**src/rtl/biquad_tdm_if.sv**
```systemverilog
// biquad_tdm_if: signal bundle for the time-multiplexed biquad.
//
// Groups the frame handshake, the filtered output bus and the coefficient
// write port. The filter block connects through the slave modport; the
// frame source / coefficient writer connects through the master modport.
//
// Handshake: a frame transfers on a clk_48 edge where in_valid and in_ready
// are both high. The source holds in_valid, filter and in_data stable until
// that edge. out_valid is a one-cycle pulse; out_data and sat stay valid
// until the next pulse. A coefficient write commits on an edge where
// coef_ack is high; without coef_ack the write is dropped and must be retried.
//
// Signals:
//   filter      requested coefficient set, sampled on frame accept
//   in_valid    frame valid (source -> filter)
//   in_ready    filter idle, can accept a frame
//   in_data     CH samples, channel c in bits [c*W +: W]
//   out_valid   one-cycle pulse, out_data/sat updated
//   out_data    filtered frame, same packing as in_data
//   sat         per-channel clip flag for the last frame
//   coef_we     coefficient write strobe
//   coef_set    target set
//   coef_idx    0=b0, 1=b1, 2=b2, 3=a1, 4=a2
//   coef_wdata  signed fixed-point coefficient value
//   coef_ack    high in the cycle a write commits
interface biquad_tdm_if #(
    parameter int W    = 16,
    parameter int CH   = 2,
    parameter int CW   = 32,
    parameter int NSET = 8
);
    localparam int SW = (NSET > 1) ? $clog2(NSET) : 1;

    logic [SW-1:0]   filter;
    logic            in_valid;
    logic            in_ready;
    logic [CH*W-1:0] in_data;
    logic            out_valid;
    logic [CH*W-1:0] out_data;
    logic [CH-1:0]   sat;
    logic            coef_we;
    logic [SW-1:0]   coef_set;
    logic [2:0]      coef_idx;
    logic [CW-1:0]   coef_wdata;
    logic            coef_ack;

    modport master (
        output filter, in_valid, in_data, coef_we, coef_set, coef_idx, coef_wdata,
        input  in_ready, out_valid, out_data, sat, coef_ack
    );

    modport slave (
        input  filter, in_valid, in_data, coef_we, coef_set, coef_idx, coef_wdata,
        output in_ready, out_valid, out_data, sat, coef_ack
    );
endinterface

```
**src/rtl/biquad_tdm.sv**
```systemverilog
// biquad_tdm: time-multiplexed multi-channel direct-form-I biquad.
//
// One signed multiplier is shared by all channels. Each channel takes five
// MAC cycles (x0, x1, x2, y1, y2 against b0, b1, b2, a1, a2) and one STORE
// cycle that rounds down, saturates and shifts the history. Feedback signs
// are folded into a1/a2, so the sum is always y = b0*x0 + b1*x1 + b2*x2 +
// a1*y1 + a2*y2, shifted right arithmetically by FRAC once at the end.
//
// Coefficients sit in NSET runtime-writable sets. A frame picks its set via
// filter (out-of-range selects set 0). With CLR_ON_CHANGE, switching sets
// between frames wipes every channel's history so no residue of the old
// response leaks into the new one.
//
// Ports:
//   clk_48       system clock
//   reset_n      asynchronous active-low reset
//   bus          biquad_tdm_if slave modport (frame in/out, coefficient port)
//   dbg_state_o  current FSM state (IDLE=0, MAC=1, STORE=2, DONE=3)
module biquad_tdm #(
    parameter int W             = 16,
    parameter int CH            = 2,
    parameter int CW            = 32,
    parameter int FRAC          = 30,
    parameter int NSET          = 8,
    parameter bit CLR_ON_CHANGE = 1'b1,
    parameter int ACCW          = CW + W + 4
) (
    input  logic             clk_48,
    input  logic             reset_n,
    biquad_tdm_if.slave      bus,
    output logic [1:0]       dbg_state_o
);
    localparam int SW  = (NSET > 1) ? $clog2(NSET) : 1;
    localparam int CHW = (CH > 1) ? $clog2(CH) : 1;
    localparam int PW  = CW + W;

    localparam logic signed [CW-1:0]   ONE_Q = CW'(1) << FRAC;
    localparam logic signed [ACCW-1:0] Y_MAX = (ACCW'(1) <<< (W - 1)) - ACCW'(1);
    localparam logic signed [ACCW-1:0] Y_MIN = ~Y_MAX;

    typedef enum logic [1:0] {
        IDLE  = 2'd0,
        MAC   = 2'd1,
        STORE = 2'd2,
        DONE  = 2'd3
    } state_t;

    state_t         state_q, state_d;
    logic [2:0]     k_q, k_d;
    logic [CHW-1:0] ch_q, ch_d;

    logic signed [CW-1:0] coef_q [NSET][5];

    logic signed [W-1:0] x0_q [CH];
    logic signed [W-1:0] x1_q [CH];
    logic signed [W-1:0] x2_q [CH];
    logic signed [W-1:0] y1_q [CH];
    logic signed [W-1:0] y2_q [CH];
    logic [CH-1:0]       satb_q;

    // act_q doubles as "previous frame's set": it only changes on accept,
    // so at the accept edge it still holds the set of the frame before.
    logic [SW-1:0]          act_q;
    logic signed [ACCW-1:0] acc_q;
    logic [CH*W-1:0]        out_data_q;
    logic [CH-1:0]          sat_q;

    logic                   accept;
    logic                   busy;
    logic                   last_ch;
    logic                   clr_hist;
    logic                   coef_commit;
    logic [SW-1:0]          act_sel;
    logic signed [W-1:0]    opnd_x;
    logic signed [CW-1:0]   opnd_c;
    logic signed [PW-1:0]   prod;
    logic signed [ACCW-1:0] prod_ext;
    logic signed [ACCW-1:0] acc_sh;
    logic                   clip_hi;
    logic                   clip_lo;
    logic signed [W-1:0]    yq;

    assign accept   = bus.in_valid && (state_q == IDLE);
    assign busy     = (state_q != IDLE);
    assign last_ch  = (ch_q == CHW'(CH - 1));
    assign act_sel  = (int'(bus.filter) >= NSET) ? '0 : bus.filter;
    assign clr_hist = CLR_ON_CHANGE && (act_sel != act_q);

    // A set in use by the running frame is locked, and so is the set a
    // frame is about to start with on this very edge.
    assign coef_commit = bus.coef_we
                      && (bus.coef_idx <= 3'd4)
                      && (int'(bus.coef_set) < NSET)
                      && !(busy && (bus.coef_set == act_q))
                      && !(accept && (bus.coef_set == act_sel));

    assign bus.in_ready  = (state_q == IDLE);
    assign bus.out_valid = (state_q == DONE);
    assign bus.out_data  = out_data_q;
    assign bus.sat       = sat_q;
    assign bus.coef_ack  = coef_commit;
    assign dbg_state_o   = state_q;

    // ---------------- FSM ----------------
    always_ff @(posedge clk_48 or negedge reset_n) begin
        if (!reset_n) begin
            state_q <= IDLE;
            k_q     <= '0;
            ch_q    <= '0;
        end else begin
            state_q <= state_d;
            k_q     <= k_d;
            ch_q    <= ch_d;
        end
    end

    always_comb begin
        state_d = state_q;
        k_d     = k_q;
        ch_d    = ch_q;
        case (state_q)
            IDLE: begin
                if (accept) begin
                    state_d = MAC;
                    k_d     = '0;
                    ch_d    = '0;
                end
            end
            MAC: begin
                if (k_q == 3'd4) begin
                    state_d = STORE;
                end else begin
                    k_d = k_q + 3'd1;
                end
            end
            STORE: begin
                if (last_ch) begin
                    state_d = DONE;
                end else begin
                    state_d = MAC;
                    k_d     = '0;
                    ch_d    = ch_q + CHW'(1);
                end
            end
            DONE: begin
                state_d = IDLE;
            end
            default: begin
                state_d = IDLE;
            end
        endcase
    end

    // ---------------- MAC operand select ----------------
    always_comb begin
        opnd_x = x0_q[ch_q];
        opnd_c = coef_q[act_q][0];
        case (k_q)
            3'd1: begin
                opnd_x = x1_q[ch_q];
                opnd_c = coef_q[act_q][1];
            end
            3'd2: begin
                opnd_x = x2_q[ch_q];
                opnd_c = coef_q[act_q][2];
            end
            3'd3: begin
                opnd_x = y1_q[ch_q];
                opnd_c = coef_q[act_q][3];
            end
            3'd4: begin
                opnd_x = y2_q[ch_q];
                opnd_c = coef_q[act_q][4];
            end
            default: ;
        endcase
    end

    assign prod     = PW'(opnd_c) * PW'(opnd_x);
    assign prod_ext = ACCW'(prod);

    // Floor shift, then clip to the sample range.
    assign acc_sh  = acc_q >>> FRAC;
    assign clip_hi = (acc_sh > Y_MAX);
    assign clip_lo = (acc_sh < Y_MIN);
    assign yq      = clip_hi ? Y_MAX[W-1:0] :
                     clip_lo ? Y_MIN[W-1:0] : acc_sh[W-1:0];

    // ---------------- Datapath ----------------
    always_ff @(posedge clk_48 or negedge reset_n) begin
        if (!reset_n) begin
            for (int c = 0; c < CH; c++) begin
                x0_q[c] <= '0;
                x1_q[c] <= '0;
                x2_q[c] <= '0;
                y1_q[c] <= '0;
                y2_q[c] <= '0;
            end
            satb_q     <= '0;
            act_q      <= '0;
            acc_q      <= '0;
            out_data_q <= '0;
            sat_q      <= '0;
        end else begin
            if (accept) begin
                act_q <= act_sel;
                for (int c = 0; c < CH; c++) begin
                    x0_q[c] <= bus.in_data[c*W +: W];
                    if (clr_hist) begin
                        x1_q[c] <= '0;
                        x2_q[c] <= '0;
                        y1_q[c] <= '0;
                        y2_q[c] <= '0;
                    end
                end
            end

            if (state_q == MAC) begin
                acc_q <= ((k_q == 3'd0) ? '0 : acc_q) + prod_ext;
            end

            if (state_q == STORE) begin
                for (int c = 0; c < CH; c++) begin
                    if (c == int'(ch_q)) begin
                        x2_q[c]   <= x1_q[c];
                        x1_q[c]   <= x0_q[c];
                        y2_q[c]   <= y1_q[c];
                        y1_q[c]   <= yq;
                        satb_q[c] <= clip_hi || clip_lo;
                    end
                end
                // Earlier channels' results already sit in y1_q; the last
                // channel's result is still on yq this cycle. Publishing all
                // of them together keeps out_data stable between pulses.
                if (last_ch) begin
                    for (int c = 0; c < CH; c++) begin
                        if (c == int'(ch_q)) begin
                            out_data_q[c*W +: W] <= yq;
                            sat_q[c]             <= clip_hi || clip_lo;
                        end else begin
                            out_data_q[c*W +: W] <= y1_q[c];
                            sat_q[c]             <= satb_q[c];
                        end
                    end
                end
            end
        end
    end

    // ---------------- Coefficient bank ----------------
    always_ff @(posedge clk_48 or negedge reset_n) begin
        if (!reset_n) begin
            for (int s = 0; s < NSET; s++) begin
                for (int i = 0; i < 5; i++) begin
                    coef_q[s][i] <= (i == 0) ? ONE_Q : '0;
                end
            end
        end else if (coef_commit) begin
            coef_q[bus.coef_set][bus.coef_idx] <= bus.coef_wdata;
        end
    end
endmodule
```
**src/flat_wrapper.sv**
```systemverilog
// flat-port wrapper written by rule: the top's interface ports become plain ports
module biquad_tdm_flat 
#(
    parameter int W             = 16,
    parameter int CH            = 2,
    parameter int CW            = 32,
    parameter int FRAC          = 30,
    parameter int NSET          = 8,
    parameter bit CLR_ON_CHANGE = 1'b1,
    parameter int ACCW          = CW + W + 4
)
  (clk_48, reset_n, dbg_state_o, bus_filter, bus_in_valid, bus_in_data, bus_coef_we, bus_coef_set, bus_coef_idx, bus_coef_wdata, bus_in_ready, bus_out_valid, bus_out_data, bus_sat, bus_coef_ack);
  biquad_tdm_if #(.W(W), .CH(CH), .CW(CW), .NSET(NSET)) bus_i ();
  input  logic clk_48;
  input  logic reset_n;
  output logic [1:0] dbg_state_o;
  input wire logic [$bits(bus_i.filter)-1:0] bus_filter;
  input wire logic [$bits(bus_i.in_valid)-1:0] bus_in_valid;
  input wire logic [$bits(bus_i.in_data)-1:0] bus_in_data;
  input wire logic [$bits(bus_i.coef_we)-1:0] bus_coef_we;
  input wire logic [$bits(bus_i.coef_set)-1:0] bus_coef_set;
  input wire logic [$bits(bus_i.coef_idx)-1:0] bus_coef_idx;
  input wire logic [$bits(bus_i.coef_wdata)-1:0] bus_coef_wdata;
  output wire logic [$bits(bus_i.in_ready)-1:0] bus_in_ready;
  output wire logic [$bits(bus_i.out_valid)-1:0] bus_out_valid;
  output wire logic [$bits(bus_i.out_data)-1:0] bus_out_data;
  output wire logic [$bits(bus_i.sat)-1:0] bus_sat;
  output wire logic [$bits(bus_i.coef_ack)-1:0] bus_coef_ack;
  assign bus_i.filter = bus_filter;
  assign bus_i.in_valid = bus_in_valid;
  assign bus_i.in_data = bus_in_data;
  assign bus_i.coef_we = bus_coef_we;
  assign bus_i.coef_set = bus_coef_set;
  assign bus_i.coef_idx = bus_coef_idx;
  assign bus_i.coef_wdata = bus_coef_wdata;
  assign bus_in_ready = bus_i.in_ready;
  assign bus_out_valid = bus_i.out_valid;
  assign bus_out_data = bus_i.out_data;
  assign bus_sat = bus_i.sat;
  assign bus_coef_ack = bus_i.coef_ack;
  biquad_tdm #(.W(W), .CH(CH), .CW(CW), .FRAC(FRAC), .NSET(NSET), .CLR_ON_CHANGE(CLR_ON_CHANGE), .ACCW(ACCW)) u_core (.clk_48(clk_48), .reset_n(reset_n), .bus(bus_i), .dbg_state_o(dbg_state_o));
endmodule
```
**config.mk**
```make
export PLATFORM = sky130hd
export DESIGN_NAME = biquad_tdm_flat
export DESIGN_NICKNAME = d
export VERILOG_FILES = /design/src/rtl/biquad_tdm_if.sv /design/src/rtl/biquad_tdm.sv /design/src/flat_wrapper.sv
export SDC_FILE = /design/constraint.sdc
export NUM_CORES = 2
export LEC_CHECK = 0
export ABC_CLOCK_PERIOD_IN_PS = 11200
export BUFFER_PORTS_ARGS = -buffer_cell sky130_fd_sc_hd__buf_2
export CORE_MARGIN = 1.5
export CORE_UTILIZATION = 31
export CTS_BUF_LIST = sky130_fd_sc_hd__clkbuf_4 sky130_fd_sc_hd__clkbuf_8 sky130_fd_sc_hd__clkbuf_16
export DETAILED_ROUTE_END_ITERATION = 16
export GPL_TIMING_DRIVEN = 0
export RECOVER_POWER = 25
export SETUP_SLACK_MARGIN = 0.15
export SLEW_MARGIN = 10
export SYNTH_ARGS = -nofsm -noshare
export SYNTH_HDL_FRONTEND = slang
export SYNTH_SLANG_ARGS = --single-unit
```
**constraint.sdc**
```tcl
create_clock -name clk_48 -period 11.2 [get_ports clk_48]
set_input_delay 0.56 -clock clk_48 [delete_from_list [all_inputs] [get_ports clk_48]]
set_output_delay 0.56 -clock clk_48 [all_outputs]
set_load 0.02 [all_outputs]
```
**After elaboration in Yosys (flattened, before gate mapping)**

Index checks and enable logic that the tools add are counted.

- Bits in registers: 1536
- Output and inout bits: 39
- Logic and storage cells: 174

- Reductions and logical operators: 21
- Bitwise logic cells: 5
- $add $sub $neg: 3
- Eq/ne operators: 14
- Multiplexer cells: 63
- $lt $le $gt $ge: 9
- Multipliers: 1

Operators by type and width:

| operator | number |
|---|---|
| bitwise mux 1280 bit | 1 |
| two-way mux 16 bit | 33 |
| binary-select mux 160 bit (select 3 bit) | 1 |
| demux 160 bit (select 3 bit) | 1 |
| two-way mux 160 bit | 3 |
| two-way mux 32 bit | 9 |
| one-hot mux 32 bit (4 select lines) | 1 |
| demux 32 bit (select 3 bit) | 1 |
| one-hot mux 16 bit (4 select lines) | 1 |
| adder 52 bit | 1 |
| two-way mux 52 bit | 1 |
| multiplier 32 x 16 -> 48 bit | 1 |
| > comparator 22 x 16 -> 1 bit (second input constant) | 1 |
| < comparator 22 x 16 -> 1 bit (second input constant) | 1 |
| greater-or-equal comparator 4 bit (second input constant) | 3 |
| NOT 3 -> 4 bit | 3 |
| two-way mux 3 bit | 3 |
| one-hot mux 3 bit (3 select lines) | 1 |
| logical AND 1 bit | 8 |
| < comparator 4 x 1 -> 1 bit (second input constant) | 2 |
| one-hot mux 2 bit (4 select lines) | 1 |
| AND reduction 2 bit | 4 |
| equality test 3 x 2 -> 1 bit (second input constant) | 2 |
| equality test 3 bit | 2 |
| other kinds (23) | 31 |

**Longest topological paths before layout**

- Depth in word-level cells: 8
- Gate-level depth with buffers: 49
- Mapped depth without buffers: 45

**Least setup slack after synthesis**

No wires, ideal clock.

- Path type: reg2reg
- Start point: register u_core.act_q[0]
- End point: register u_core.acc_q[51]
- Period minus slack after synthesis: 9.921 ns
- Buffers on the path: 7
- Cell stages (with the launch flop): 46
- Data arrival time: 9.787 ns
- Path slack: 1.279 ns
- Library setup time: 0.134 ns
- Path through: dfrtp_1 -> buf_2 -> buf_2 -> buf_2 -> buf_2 -> mux4_2 -> nand2_1 -> nand3_1 -> o31a_1 -> buf_2 -> inv_1 -> nor2_1 -> fa_1 -> fa_1 -> inv_1 -> fa_1 -> inv_1 -> fa_1 -> [... 10 more ...] -> a21o_1 -> a21o_1 -> a32oi_1 -> nand3_1 -> a31oi_1 -> o21ai_0 -> xor2_1 -> ha_1 -> clkbuf_1 -> nand2_1 -> nor3_1 -> nand4_1 -> o311ai_1 -> o211ai_1 -> o21ai_1 -> xnor2_1 -> mux2i_1 -> a2bb2oi_1

- Longest elaborated chain between the ends: 7

RTL lines:

| item | line | text |
|---|---|---|
| from (decl) | biquad_tdm.sv:63 | `logic [SW-1:0] act_q;` |
| from (signal assigned) | biquad_tdm.sv:206 | `act_q <= act_sel;` |
| NOT 3 -> 4 bit (not written as such) | - |  |
| binary-select mux 160 bit (select 3 bit) | - |  |
| two-way mux 160 bit (not written as such) (2 in series) | biquad_tdm.sv:165 | `opnd_c = coef_q[act_q][2];` |
| one-hot mux 32 bit (4 select lines) | biquad_tdm.sv:158 | `case (k_q)` |
| multiplier 32 x 16 -> 48 bit | biquad_tdm.sv:179 | `assign prod = PW'(opnd_c) * PW'(opnd_x);` |
| adder 52 bit | biquad_tdm.sv:219 | `acc_q <= ((k_q == 3'd0) ? '0 : acc_q) + prod_ext;` |
| to (signal assigned) | biquad_tdm.sv:219 |  |
| to (decl) | biquad_tdm.sv:64 | `logic signed [ACCW-1:0] acc_q;` |

Every way passes these cells. The select of a mux whose other input is x is not followed.
A chain may end at the register's enable or synchronous reset.

**Worst setup path after layout**

- Start point: register u_core.act_q[2]
- End point: register u_core.acc_q[51]

The elaborated chain is that of the path after synthesis.

==> flow_summary_export.csv <==
group,metric,value,unit
detailed_routing,drt_pass1_iterations,7,
yosys,synth_compound_area_share,4.62,%
yosys,synth_area_per_cell,12.3,um2
placed_design,portBuffers,81,
yosys,postSynthCellCount,7255,
worst_setup_path,crit_path_max_fanout,10,
worst_setup_path,cpPeakStageDelay,0.57,ns
cts,cts_made_buffers,167,
yosys,synth_top_cells_by_area,"dfrtp_1 (43%), mux2_2 (16%), fa_1 (11%)",
worst_setup_path,cp.required,11.84,ns
global_route,antenna_found_initial,17,
global_route,grt_pass1_wl,479,mm
min_path,hp-start,"bus_in_data[2]",
floorplan,core_area,0.286,mm2
worst_setup_path,cp-start-kind,"register",
worst_setup_path,worstSetupPathType,"reg -> reg",
timing,period_minus_slack,10.74,ns
floorplan,die_w,540,um
worst_setup_path,worstReg2RegEnd,"u_core.acc_q[51]",
yosys,synthXorXnorAreaFrac,1.03,%
min_path,hold_depth,2,
timing,worst_slew_pin_slew,8.04,ns
yosys,yosysTopAreaCellShare,42.8,%
timing,max_slew_margin,-436,%
yosys,synth-edff-count,0,
yosys,synth-simple-area-share,6.50,%
floorplan,die-area,0.291,mm2
cts,clk_pin_slew,0.06,ns
cts,clk_path_buf_depth,4,
cts,clk_latency,0.87,ns
detailed_routing,antenna_left,0,
layout,num-fill-cells,27657,
yosys,ys_warn_count,0,
detailed_routing,drt_iter0_drc,6221,
floorplan,ioPinCount,116,
layout,multi_input_area,0.0474,mm2
layout,drive_above_1_share,32.6,%
placed_design,place_inst,11124,
timing,rsz0062_at_grt,"true",
timing,fin_skew,0.0847,ns
worst_setup_path,crit_arrival,11.37,ns
layout,syn_to_final_growth,16.6,%
yosys,ys_ff_latch,1536,
yosys,synthMuxAreaShare,26.7,%
cts,cts_root_buf,"clkbuf_16",
global_route,grt_max_degree,159,
floorplan,die_y,540,um
yosys,synth_top_family_by_area,"multiplexers",
status,violations,"capacitance limit, slew limit",
detailed_routing,wl_per_cell,29.4,um
yosys,post_synth_instance_area,0.0894,mm2
yosys,ys_types,73,
worst_setup_path,cp-end-kind,"register",
yosys,synth_commonest_cells,"dfrtp_1 (1,528), mux2_2 (1,307), nand2_1 (826)",
yosys,synthFlopType,"dfrtp_1",
global_route,grt_util_all_layers,22.9,%
timing,hold_violations,0,
detailed_routing,num_vias,62949,
detailed_routing,drt-vias-per-instance,5.44,
timing,min_period_over_period,95.9,%
layout,stdcell_count,11571,
yosys,syn_nets,7990,
worst_setup_path,crit_family,"adder cells",
cts,cts_tree,"done",
cts,htreeDepth,4,
status,outcome,"finished with violations",
worst_setup_path,crit_path_top_delay_cell,"or4_4",
cts,cts_sinks,1536,
floorplan,num_rows,196,
layout,regArea,0.0384,mm2
worst_setup_path,r2r-start,"u_core.act_q[2]",
yosys,seq_area_frac_synth,43.0,%
yosys,ys_async_sr_fraction,100,%
worst_setup_path,r2r_slack,0.46,ns
flow_run,maxCapViolations,4,
worst_setup_path,crit_buf_inv,12,
placed_design,place.gp.congestion,0.973,
timing,finalSetupViolCount,0,
yosys,synth_most_common_cell,"dfrtp_1",
min_path,hold_path_end,"u_core.x0_q[18]",
placed_design,place_hpwl,235,mm
layout,finalNetCount,8418,
min_path,hold_class,"in -> reg",
global_route,grt_overflow_total,0,
global_route,grt_pass1_vias,64322,
detailed_routing,drc,0,
yosys,synth-adder-area-share,13.3,%
worst_setup_path,reg2reg_depth,45,
timing,drv_slew,577,
detailed_routing,wl,341,mm
timing,fmax,0.0931,GHz
yosys,yosysTopAreaCell,"dfrtp_1",
floorplan,initial_core_util,31.3,%
## metrics by stage
step	instance area (um2)	utilization [%]	TNS, ns	setup WS (ns)	hold slack (ns)
final	104000	36.5	0	0.464	0.0146
after global routing	104000	36.4	0	0.0225	0.00680
after CTS	103000	35.9	0	0.147	0.00117
after detailed placement	95300	33.3	-61.65	-2.72	0.458
after global placement	94500	33.0	-	-23.02	0.456
after floorplan	89400	-	0	1.28	0.264
## cells in the final DEF (no fill, tap or decap), drive strengths merged, types with 13 or more instances in the layout
master       instances
o21bai              18
fa                 488
clkinv              22
nor2b               70
nor3                22
dfrtp             1528
o21ai              236
xnor2               77
clkbuf             585
a21o                52
xor2                28
mux2              1314
a21oi              114
dlygate4sd3         29
nand2              826
buf                424
o22ai               96
o31a                22
diode               13
nand3               35
and3                15
and2               102
nand4               16
a22oi               18
ha                 170
or2                 18
mux2i              181
o21a                16
mux4               320
a31oi               13
nand2b              20
a221oi              19
clkinvlp            24
inv                582
nor2               198
## per-layer routing
layer	share of wire [%]	wire length, um	vias to the layer above	global-route usage (%)
met4	6.3	21300	8	12.3
met5	0.016	56	-	0
met3	9.7	33100	790	6.15
met1	40	136000	33482	30.0
li1	-	-	25661	-
met2	44	150000	3008	34.5
## sequential cells by signal, summed over array words and instances (netlist names)
signal	flops
u_core.acc_q	52
u_core.act_q	3
u_core.bus.out_data	32
u_core.bus.sat	2
u_core.ch_q	1
u_core.coef_q	1280
u_core.dbg_state_o	2
u_core.k_q	3
u_core.satb_q	1
u_core.x0_q	32
u_core.x1_q	32
u_core.x2_q	32
u_core.y1_q	32
u_core.y2_q	32
## repair_timing
action                     in CTS  in global routing
hold endpoints to repair      163                  0
hold buffers                   29                  0
setup endpoints to repair      35                 20
gates cloned                    0                  3
pin swaps                       8                 53
setup buffers                  25                 96
gates resized for setup       429                255
## final cells by class
class	instances	area share, %
multi-input combinational	4587	45.5
sequential	1536	36.9
clock buffer	238	4.77
tap	3762	4.52
buffer	540	3.54
inverter	591	2.19
timing repair buffer	260	2.16
clock inverter	44	0.444
antenna	13	0.0312
## worst max-delay path by stage
stage,from,end,cells after the start
detailed placement,u_core.k_q[0],u_core.acc_q[39],44
floorplan,u_core.act_q[0],u_core.acc_q[51],45
global placement,reset_n,u_core.acc_q[7],1
global route,u_core.act_q[1],u_core.acc_q[51],47
CTS,u_core.act_q[0],u_core.acc_q[39],43
finish,u_core.act_q[2],u_core.acc_q[51],45
## logic make-up after synthesis
family | Yosys count
buffers and inverters | 1132
AND/OR/NAND/NOR | 1344
AO/OA/AOI/OAI | 665
flip-flops | 1536
XOR/XNOR | 105
multiplexers | 1815
adder cells (fa/ha/maj) | 658
Power is left out: the tool's default activity adds up to more than one toggle a clock period on the data nets, which glitch-free logic cannot reach.
